File: src/rtl/camino_datos_multiciclo_pkg.sv
`default_nettype none
// ============================================================================
// Module   : camino_datos_multiciclo_pkg
// Purpose  : Shared encodings (phases, writeback sources, ALU ops, immediate
//            formats) and the immediate extender for the multicycle datapath.
// Revision : 1.0 - initial release
// ============================================================================
package camino_datos_multiciclo_pkg;

    typedef enum logic [2:0] {
        FASE_FETCH   = 3'd0,
        FASE_DECODE  = 3'd1,
        FASE_EXECUTE = 3'd2,
        FASE_MEM     = 3'd3,
        FASE_WB      = 3'd4
    } fase_t;

    localparam logic [1:0] c_RSC_ALU = 2'd0;
    localparam logic [1:0] c_RSC_MDR = 2'd1;
    localparam logic [1:0] c_RSC_PC4 = 2'd2;

    localparam logic [2:0] c_ALU_ADD = 3'd0;
    localparam logic [2:0] c_ALU_SUB = 3'd1;
    localparam logic [2:0] c_ALU_AND = 3'd2;
    localparam logic [2:0] c_ALU_OR  = 3'd3;
    localparam logic [2:0] c_ALU_XOR = 3'd4;
    localparam logic [2:0] c_ALU_SLT = 3'd5;
    localparam logic [2:0] c_ALU_SLL = 3'd6;
    localparam logic [2:0] c_ALU_SRL = 3'd7;

    localparam logic [2:0] c_IMM_I = 3'd0;
    localparam logic [2:0] c_IMM_S = 3'd1;
    localparam logic [2:0] c_IMM_B = 3'd2;
    localparam logic [2:0] c_IMM_J = 3'd3;
    localparam logic [2:0] c_IMM_U = 3'd4;

    // Returns the 32-bit sign-extended immediate; callers widen to XLEN.
    function automatic logic [31:0] extender_imm(input logic [31:0] ir,
                                                 input logic [2:0]  tipo);
        logic [31:0] imm;
        imm = '0;
        case (tipo)
            c_IMM_I: imm = {{20{ir[31]}}, ir[31:20]};
            c_IMM_S: imm = {{20{ir[31]}}, ir[31:25], ir[11:7]};
            c_IMM_B: imm = {{19{ir[31]}}, ir[31], ir[7], ir[30:25], ir[11:8], 1'b0};
            c_IMM_J: imm = {{11{ir[31]}}, ir[31], ir[19:12], ir[20], ir[30:21], 1'b0};
            c_IMM_U: imm = {ir[31:12], 12'b0};
            default: imm = '0;
        endcase
        return imm;
    endfunction

endpackage
`default_nettype wire

File: src/rtl/camino_datos_multiciclo_banco_registros.sv
`default_nettype none
// ============================================================================
// Module   : banco_registros_param
// Purpose  : NREG x XLEN register file, two async read ports plus a debug
//            read port, one synchronous write port, x0 hardwired to zero.
// Revision : 1.0 - initial release
// ============================================================================
module banco_registros_param
    import camino_datos_multiciclo_pkg::*;
#(
    parameter int XLEN = 32,
    parameter int NREG = 32
) (
    input  logic                    clk,
    input  logic                    rst_n,
    input  logic [$clog2(NREG)-1:0] i_rs1_addr,
    input  logic [$clog2(NREG)-1:0] i_rs2_addr,
    input  logic [$clog2(NREG)-1:0] i_dbg_addr,
    input  logic                    i_we,
    input  logic [$clog2(NREG)-1:0] i_wr_addr,
    input  logic [XLEN-1:0]         i_wr_data,
    output logic [XLEN-1:0]         o_rs1_data,
    output logic [XLEN-1:0]         o_rs2_data,
    output logic [XLEN-1:0]         o_dbg_data
);

    localparam int c_REG_AW = $clog2(NREG);

    logic [XLEN-1:0] w_regs [NREG];

    assign w_regs[0] = '0;

    for (genvar i = 1; i < NREG; i++) begin : g_regs
        logic [XLEN-1:0] r_q;

        always_ff @(posedge clk or negedge rst_n) begin
            if (!rst_n) begin
                r_q <= '0;
            end else if (i_we && (i_wr_addr == c_REG_AW'(i))) begin
                r_q <= i_wr_data;
            end
        end

        assign w_regs[i] = r_q;
    end

    assign o_rs1_data = w_regs[i_rs1_addr];
    assign o_rs2_data = w_regs[i_rs2_addr];
    assign o_dbg_data = w_regs[i_dbg_addr];

endmodule
`default_nettype wire

File: src/rtl/camino_datos_multiciclo.sv
`default_nettype none
// ============================================================================
// Module   : camino_datos_multiciclo
// Purpose  : Multicycle datapath (FETCH/DECODE/EXECUTE/MEM/WB) with a shared
//            req/ack memory port, debug register read and retire pulse.
// Revision : 1.0 - initial release
// ============================================================================
module camino_datos_multiciclo
    import camino_datos_multiciclo_pkg::*;
#(
    parameter int              XLEN     = 32,
    parameter int              NREG     = 32,
    parameter logic [XLEN-1:0] RESET_PC = '0
) (
    input  logic                    clk_DP,
    input  logic                    reset_DP,
    input  logic                    aluSrc_DP,
    input  logic                    regWrite_DP,
    input  logic                    memRead_DP,
    input  logic                    memWrite_DP,
    input  logic                    branch_DP,
    input  logic                    jump_DP,
    input  logic [1:0]              rscSrc_DP,
    input  logic [2:0]              aluControl_DP,
    input  logic [2:0]              type_DP,
    output logic                    mem_req_OUT,
    output logic                    mem_we_OUT,
    output logic [XLEN-1:0]         mem_addr_OUT,
    output logic [XLEN-1:0]         mem_wdata_OUT,
    input  logic [XLEN-1:0]         mem_rdata_IN,
    input  logic                    mem_ack_IN,
    input  logic [$clog2(NREG)-1:0] dbg_addr_IN,
    output logic [XLEN-1:0]         dbg_data_OUT,
    output logic [31:0]             inst_OUT,
    output logic                    zero_OUT,
    output logic [2:0]              state_OUT,
    output logic                    retire_OUT
);

    localparam int c_REG_AW  = $clog2(NREG);
    localparam int c_SHAMT_W = $clog2(XLEN);

    fase_t             r_fase;
    fase_t             w_fase_next;
    logic [XLEN-1:0]   r_pc, r_pc_old, r_a, r_b, r_alu_out, r_mdr, r_imm;
    logic [31:0]       r_ir;
    logic [XLEN-1:0]   w_rs1_data, w_rs2_data, w_src_b, w_alu_res;
    logic [XLEN-1:0]   w_wb_data, w_imm, w_pc_plus4;
    logic [c_REG_AW-1:0] w_rs1, w_rs2, w_rd;
    logic              w_retire, w_taken;

    assign w_rs1      = r_ir[15 +: c_REG_AW];
    assign w_rs2      = r_ir[20 +: c_REG_AW];
    assign w_rd       = r_ir[7 +: c_REG_AW];
    assign w_imm      = XLEN'($signed(extender_imm(r_ir, type_DP)));
    assign w_pc_plus4 = r_pc_old + XLEN'(4);
    assign w_src_b    = aluSrc_DP ? r_imm : r_b;
    assign w_taken    = jump_DP || (branch_DP && zero_OUT);

    always_comb begin : g_alu
        w_alu_res = '0;
        case (aluControl_DP)
            c_ALU_ADD: w_alu_res = r_a + w_src_b;
            c_ALU_SUB: w_alu_res = r_a - w_src_b;
            c_ALU_AND: w_alu_res = r_a & w_src_b;
            c_ALU_OR:  w_alu_res = r_a | w_src_b;
            c_ALU_XOR: w_alu_res = r_a ^ w_src_b;
            c_ALU_SLT: w_alu_res = XLEN'($signed(r_a) < $signed(w_src_b));
            c_ALU_SLL: w_alu_res = r_a << w_src_b[c_SHAMT_W-1:0];
            c_ALU_SRL: w_alu_res = r_a >> w_src_b[c_SHAMT_W-1:0];
            default:   w_alu_res = '0;
        endcase
    end

    // Reserved rscSrc code 3 falls through to ALUOut.
    always_comb begin
        w_wb_data = r_alu_out;
        case (rscSrc_DP)
            c_RSC_ALU: w_wb_data = r_alu_out;
            c_RSC_MDR: w_wb_data = r_mdr;
            c_RSC_PC4: w_wb_data = w_pc_plus4;
            default:   w_wb_data = r_alu_out;
        endcase
    end

    always_comb begin
        w_fase_next = r_fase;
        w_retire    = 1'b0;
        case (r_fase)
            FASE_FETCH: begin
                if (mem_ack_IN) w_fase_next = FASE_DECODE;
            end
            FASE_DECODE: w_fase_next = FASE_EXECUTE;
            FASE_EXECUTE: begin
                if (memRead_DP || memWrite_DP) begin
                    w_fase_next = FASE_MEM;
                end else if (regWrite_DP) begin
                    w_fase_next = FASE_WB;
                end else begin
                    w_fase_next = FASE_FETCH;
                    w_retire    = 1'b1;
                end
            end
            FASE_MEM: begin
                if (mem_ack_IN) begin
                    if (memWrite_DP) begin
                        w_fase_next = FASE_FETCH;
                        w_retire    = 1'b1;
                    end else begin
                        w_fase_next = FASE_WB;
                    end
                end
            end
            FASE_WB: begin
                w_fase_next = FASE_FETCH;
                w_retire    = 1'b1;
            end
            default: w_fase_next = FASE_FETCH;
        endcase
    end

    always_ff @(posedge clk_DP or negedge reset_DP) begin
        if (!reset_DP) begin
            r_fase <= FASE_FETCH;
        end else begin
            r_fase <= w_fase_next;
        end
    end

    always_ff @(posedge clk_DP or negedge reset_DP) begin
        if (!reset_DP) begin
            r_pc      <= RESET_PC;
            r_pc_old  <= '0;
            r_ir      <= '0;
            r_a       <= '0;
            r_b       <= '0;
            r_imm     <= '0;
            r_alu_out <= '0;
            r_mdr     <= '0;
        end else begin
            case (r_fase)
                FASE_FETCH: begin
                    if (mem_ack_IN) begin
                        r_ir     <= mem_rdata_IN[31:0];
                        r_pc_old <= r_pc;
                    end
                end
                FASE_DECODE: begin
                    r_a   <= w_rs1_data;
                    r_b   <= w_rs2_data;
                    r_imm <= w_imm;
                end
                FASE_EXECUTE: begin
                    r_alu_out <= w_alu_res;
                    r_pc      <= w_taken ? (r_pc_old + r_imm) : w_pc_plus4;
                end
                FASE_MEM: begin
                    if (mem_ack_IN && !memWrite_DP) r_mdr <= mem_rdata_IN;
                end
                default: ;
            endcase
        end
    end

    banco_registros_param #(
        .XLEN (XLEN),
        .NREG (NREG)
    ) u_banco (
        .clk        (clk_DP),
        .rst_n      (reset_DP),
        .i_rs1_addr (w_rs1),
        .i_rs2_addr (w_rs2),
        .i_dbg_addr (dbg_addr_IN),
        .i_we       (r_fase == FASE_WB),
        .i_wr_addr  (w_rd),
        .i_wr_data  (w_wb_data),
        .o_rs1_data (w_rs1_data),
        .o_rs2_data (w_rs2_data),
        .o_dbg_data (dbg_data_OUT)
    );

    // Request and retire are gated by reset so nothing leaks out while held.
    assign mem_req_OUT   = reset_DP && ((r_fase == FASE_FETCH) || (r_fase == FASE_MEM));
    assign mem_we_OUT    = (r_fase == FASE_MEM) && memWrite_DP;
    assign mem_addr_OUT  = (r_fase == FASE_MEM) ? r_alu_out : r_pc;
    assign mem_wdata_OUT = r_b;
    assign retire_OUT    = reset_DP && w_retire;
    assign state_OUT     = r_fase;
    assign zero_OUT      = (w_alu_res == '0);
    assign inst_OUT      = r_ir;

endmodule
`default_nettype wire

File: config.mk
export PLATFORM = sky130hd
export DESIGN_NAME = camino_datos_multiciclo
export DESIGN_NICKNAME = d
export VERILOG_FILES = /design/src/rtl/camino_datos_multiciclo_pkg.sv /design/src/rtl/camino_datos_multiciclo_banco_registros.sv /design/src/rtl/camino_datos_multiciclo.sv
export SDC_FILE = /design/constraint.sdc
export NUM_CORES = 2
export LEC_CHECK = 0
export BUFFER_PORTS_ARGS = -buffer_cell sky130_fd_sc_hd__buf_4
export CAP_MARGIN = 20
export CELL_PAD_IN_SITES_DETAIL_PLACEMENT = 1
export CELL_PAD_IN_SITES_GLOBAL_PLACEMENT = 1
export CORE_MARGIN = 4
export CORE_UTILIZATION = 45
export DETAILED_ROUTE_END_ITERATION = 8
export PLACE_DENSITY_LB_ADDON = 0.1
export SYNTH_ARGS = -nofsm -noshare
export SYNTH_HDL_FRONTEND = slang
export SYNTH_SLANG_ARGS = --single-unit
File: constraint.sdc
create_clock -name clk_DP -period 8.8 [get_ports clk_DP]
set_input_delay 1.76 -clock clk_DP [delete_from_list [all_inputs] [get_ports clk_DP]]
set_output_delay 1.76 -clock clk_DP [all_outputs]
set_load 0.02 [all_outputs]
# Yosys cells after proc, flatten, opt, wreduce, memory -nomap -nowiden
# Index checks and enable logic that the tools add are counted.
[totals] register_bits=1251 latchBits=0 ram_bits=0 romBits=0 mem_count=0
[classes] n_addsub=4 n_mul=0 n_div=0 order_cmp=4 n_eq_ne=50 shift=2 mux=26 bitwise=6 reduce_logical=47
[op_table] operator="$bmux W32 S5" count=3
[op_table] operator="$mux W32" count=9
[op_table] operator="$pmux W32 S8" count=1
[op_table] operator="$pmux W32 S5" count=1
[op_table] operator="$eq A5 B5 Y1 const B" count=16
[op_table] operator="$add A32 B32 Y32" count=2
[op_table] operator="$pmux W32 S2" count=1
[op_table] operator="$eq A5 B4 Y1 const B" count=8
[op_table] operator="$logic_and A1 B1 Y1" count=36
[op_table] operator="$add A32 B3 Y32 const B" count=1
[op_table] operator="$and A32 B32 Y32" count=1
[op_table] operator="$logic_not A32 Y1" count=1
[op_table] operator="$lt A32 B32 Y1" count=1
[op_table] operator="$or A32 B32 Y32" count=1
[op_table] operator="$shl A32 B5 Y32" count=1
[op_table] operator="$shr A32 B5 Y32" count=1
[op_table] operator="$sub A32 B32 Y32" count=1
[op_table] operator="$xor A32 B32 Y32" count=1
[op_table] operator="$eq A5 B3 Y1 const B" count=4
[op_table] operator="$eq A3 B2 Y1 const B" count=6
[op_table] operator="$eq A3 B3 Y1 const B" count=6
[op_table] operator="$ge A6 B6 Y1 const B" count=3
[op_table] operator="$not A5 Y6" count=3
[op_table] operator="$mux W3" count=5
[op_table] operator="13 further kinds" count=26

# Longest topological paths before layout
[depth] depth_word=7 ltp_mapped=23 depth_no_buf=18

# Cells and area by module
# A second synthesis with hierarchy kept.
[hier_totals] hier_cells=6808 hier_area_um2=83714.0
[modules_own_cells] module="banco_registros_param" instances=1 cells_per_inst=4293 area_each_um2=61357.6 seq_area_each_um2=24823.8
[modules_own_cells] module="camino_datos_multiciclo" instances=1 cells_per_inst=2515 area_each_um2=22356.4 seq_area_each_um2=6481.2

# Worst setup path before layout
# Ideal clock, no wire load.
[synth_timing] kind="input -> output" from="in aluSrc_DP" to="out zero_OUT" arrival_ps=6808 required_time_ps=7040 setup_slack_ps=232 cell_stages=20 cell_sequence="buf_6 > mux2i_4 > inv_4 > buf_2 > buf_2 > buf_1 > ha_1 > inv_1 > fa_1 > nand2b_1 > a21boi_1 > o311a_1 > nor4_1 > o21ai_0 > a211oi_1 > nor3_1 > a211o_1 > nor4bb_1 > nand4_2 > nor4_4"
[synth_via] elab_chain_cells=4 elab_cells_between_ends=11 classes_between="add/sub (2); order compare (1); shift (2); mux (2); bitwise (3); reduce/logical (1)"
[synth_lines] item="from (decl)" line="camino_datos_multiciclo.sv:17" source="input logic aluSrc_DP,"
[synth_lines] item="$mux W32 *" line="camino_datos_multiciclo.sv:57" source="assign w_src_b = aluSrc_DP ? r_imm : r_b;"
[synth_lines] item="$sub A32 B32 Y32 (tied with other cells)" line="camino_datos_multiciclo.sv:64" source="c_ALU_SUB: w_alu_res = r_a - w_src_b;"
[synth_lines] item="$pmux W32 S8 *" line="camino_datos_multiciclo.sv:62" source="case (aluControl_DP)"
[synth_lines] item="$logic_not A32 Y1 *" line="camino_datos_multiciclo.sv:189" source="assign zero_OUT = (w_alu_res == '0);"
[synth_lines] item="to (decl)" line="camino_datos_multiciclo.sv:35" source="output logic zero_OUT,"
# Every way passes the cells marked *; elsewhere a longest branch is shown, timed or not.

# Worst setup path after layout
# Ends and elaborated chain as after synthesis.

==> impl_metrics.tcl <==
set metrics [dict create \
    htreeDepth 4 \
    ys_seq_elements 1251 \
    postRouteAntennaNets 0 \
    p_total_mw 33.7 \
    path_clk_slew_ns 0.06 \
    endpoint_kind "output pin" \
    required_ns 7.04 \
    firstDrtPassIters 5 \
    drv_slew 0 \
    die_area_um2 185000 \
    die_y_um 430 \
    max_freq_mhz 117 \
    cts.sinks 1251 \
    start_kind "input port" \
    syn_nets 7565 \
    syn_area_um2 80300 \
    grt_pass1_wl_um 488000 \
    finalNetCount 7441 \
    port_buffers 188 \
    yosysUniqueCellTypes 89 \
    track_usage 0.360 \
    dr_total_vias 65100 \
    drv_cap 0 \
    syn_avg_cell_area_um2 10.9 \
    whs_ns 0.511 \
    dpl.hpwl_um 219000 \
    areaGrowthSynthToFinish_pct 11.4 \
    overflow 0 \
    grt_max_degree 143 \
    die_w_um 430 \
    grt_pass1_vias 66600 \
    synth_cells 7375 \
    fin_crit_sh 0.974 \
    synthArstFlopShare 1.00 \
    crit_path_max_fanout 19 \
    path_class "in -> out" \
    first_iter_violations 6659 \
    synth_top_area_frac 0.390 \
    synth-edff-count 0 \
    pin_count 189 \
    row_count 154 \
    synth.area.top_cells "dfrtp_1 (39%), mux4_2 (25%), o21ai_0 (7.8%), nand2_1 (6.6%), mux2_2 (3.6%)" \
    core-area_um2 177000 \
    gp_congestion 1.02 \
    max_slew_margin 0.197 \
    clockBufferDepth 3 \
    synth_seq_area_share 0.390 \
    cts_tree "built" \
    totalWireLength_um 336000 \
    cts_root_buf "clkbuf_16" \
    clock_latency_ns 0.82 \
    cts_buffers 149 \
    tightest_slew_ns 1.20 \
    hp-class "reg -> reg" \
    synth_top_area_cell "dfrtp_1" \
    status "finished clean" \
    critical_path.slowest_cell "nor4_4" \
    slowest_delay_ns 0.54 \
    crit_path_cell_trace "buf_6 -> buf_6 -> mux2i_1 -> ha_1 -> nor2b_1 -> a211oi_1 -> o21a_1 -> a2bb2oi_1 -> nand4_1 -> a41oi_1 -> o211ai_1 -> a21o_1 -> a31oi_1 -> nand4_1 -> nor4_4 -> buf_4 -> buf_4" \
    wl_per_cell_um 34.6 \
    p_leak_nw 36.5 \
    ir_drop_mv 0.332 \
    design_area_um2 89500 \
    setup_viol 0 \
    post-route-util 0.506 \
    remaining_drc_errors 0 \
    start_util 0.454 \
    clock-skew-final_ns 0.0260 \
    rsz0062_at_grt "false" \
    finalHoldViolations 0 \
    drive_gt1_frac 0.262 \
    placed_area_um2 84600 \
    yosys_warnings 0 \
    antenna_found_initial 13 \
    via_per_inst 6.71 \
    synth_ff_type "dfrtp_1" \
    finalCriticalPeriod_ns 8.57 \
    cellPowerDensity_nw_per_um2 377 \
    arrival_ns 6.81 \
    fin_setup_tns_ns 0 \
]
==> critical path, delay by kind of cell <==
family          cells  cell delay [ns]
buf+inv             4             0.96
fa+ha+maj           1             0.41
simple gates        4             1.34
mux                 1             0.35
compound gates      7             1.96
==> final cells by class <==
type                    instances  area (µm²)
fillers                     18600       87400
multi-input cells            5294       46400
flip-flops and latches       1251       31300
clock buffers                 214        4280
repair buffers                431        3500
well taps                    2340        2930
clock inverters                43         557
inverters                     124         468
diodes                          5        12.5
==> repair_timing <==
item	4_1_cts	5_1_grt
hold buffers	0	0
resized for setup	0	5
endpoints found under the setup margin	0	1
setup buffers	0	0
==> stage by stage <==
stage          instances  setup slack, ns
2_1_floorplan       7375            0.232
5_1_grt             9698           0.0176
6_report            9702            0.230
4_1_cts             9694           0.0499
3_5_place_dp        9437            0.122
3_3_place_gp        9436            0.145
==> layout by cell type (no fill, tap or decap), types with 29 or more instances in the layout <==
master,n
nand2_1,1381
o21ai_0,1250
dfrtp_1,1241
mux4_2,881
buf_4,406
mux2_2,256
mux2i_1,214
nor2_1,196
a21oi_1,166
clkbuf_16,150
ha_1,131
inv_1,118
a22o_1,65
nand3_1,51
nor3_1,46
xnor2_1,41
xor2_1,39
clkbuf_1,35
a211oi_1,34
o211ai_1,31
nand2b_1,30
clkbuf_8,29
==> synth_stat cells, types with 65 or more instances <==
cell type,instances
nor2_1,198
nand2_1,1406
clkbuf_1,581
a21oi_1,179
ha_1,133
inv_1,118
mux2_2,256
mux4_2,881
a22o_1,65
buf_1,103
o21ai_0,1251
dfrtp_1,1251
mux2i_1,234
==> registers in the layout (all words and copies together) (netlist names) <==
signal,flops
r_pc_old,32
mem_wdata_OUT,32
inst_OUT,32
r_alu_out,32
state_OUT,3
r_a,32
r_imm,32
r_pc,32
r_mdr,32
u_banco.g_regs.r_q,992
==> path summary, 6_finish.rpt <==
kind                             start  cells past startpoint                         end  slack (ns)
max in group asynchronous     reset_DP                      4  u_banco.g_regs[28].r_q[28]        5.26
max                          aluSrc_DP                     17                    zero_OUT        0.23
min reg2reg                inst_OUT[3]                      1                 inst_OUT[3]        0.51
max reg2reg                     r_a[3]                     19                    r_pc[31]        2.48
min                        inst_OUT[3]                      1                 inst_OUT[3]        0.51
min in group asynchronous     reset_DP                      1                 inst_OUT[3]        0.89
==> cells by family after synthesis <==
kind of cell    share of synthesized area
compound gates                      0.131
buf+inv                            0.0396
fa+ha+maj                          0.0215
xor+xnor                          0.00872
flops                               0.390
mux                                 0.313
simple gates                       0.0960
==> power breakdown <==
part	internal (mW)	switching, mW
combinational	7.18	10.1
clock	3.60	2.66
sequential	7.48	2.68
total	18.3	15.5
==> per-layer routing <==
metal	vias up	GRT usage	part of all wire
li1	27200	-	-
met1	34600	0.501	0.42
met2	2755	0.569	0.46
met3	625	0.0618	0.076
met4	2	0.136	0.042
met5	-	0	0.000024
(Power assumes the default switching activity.)
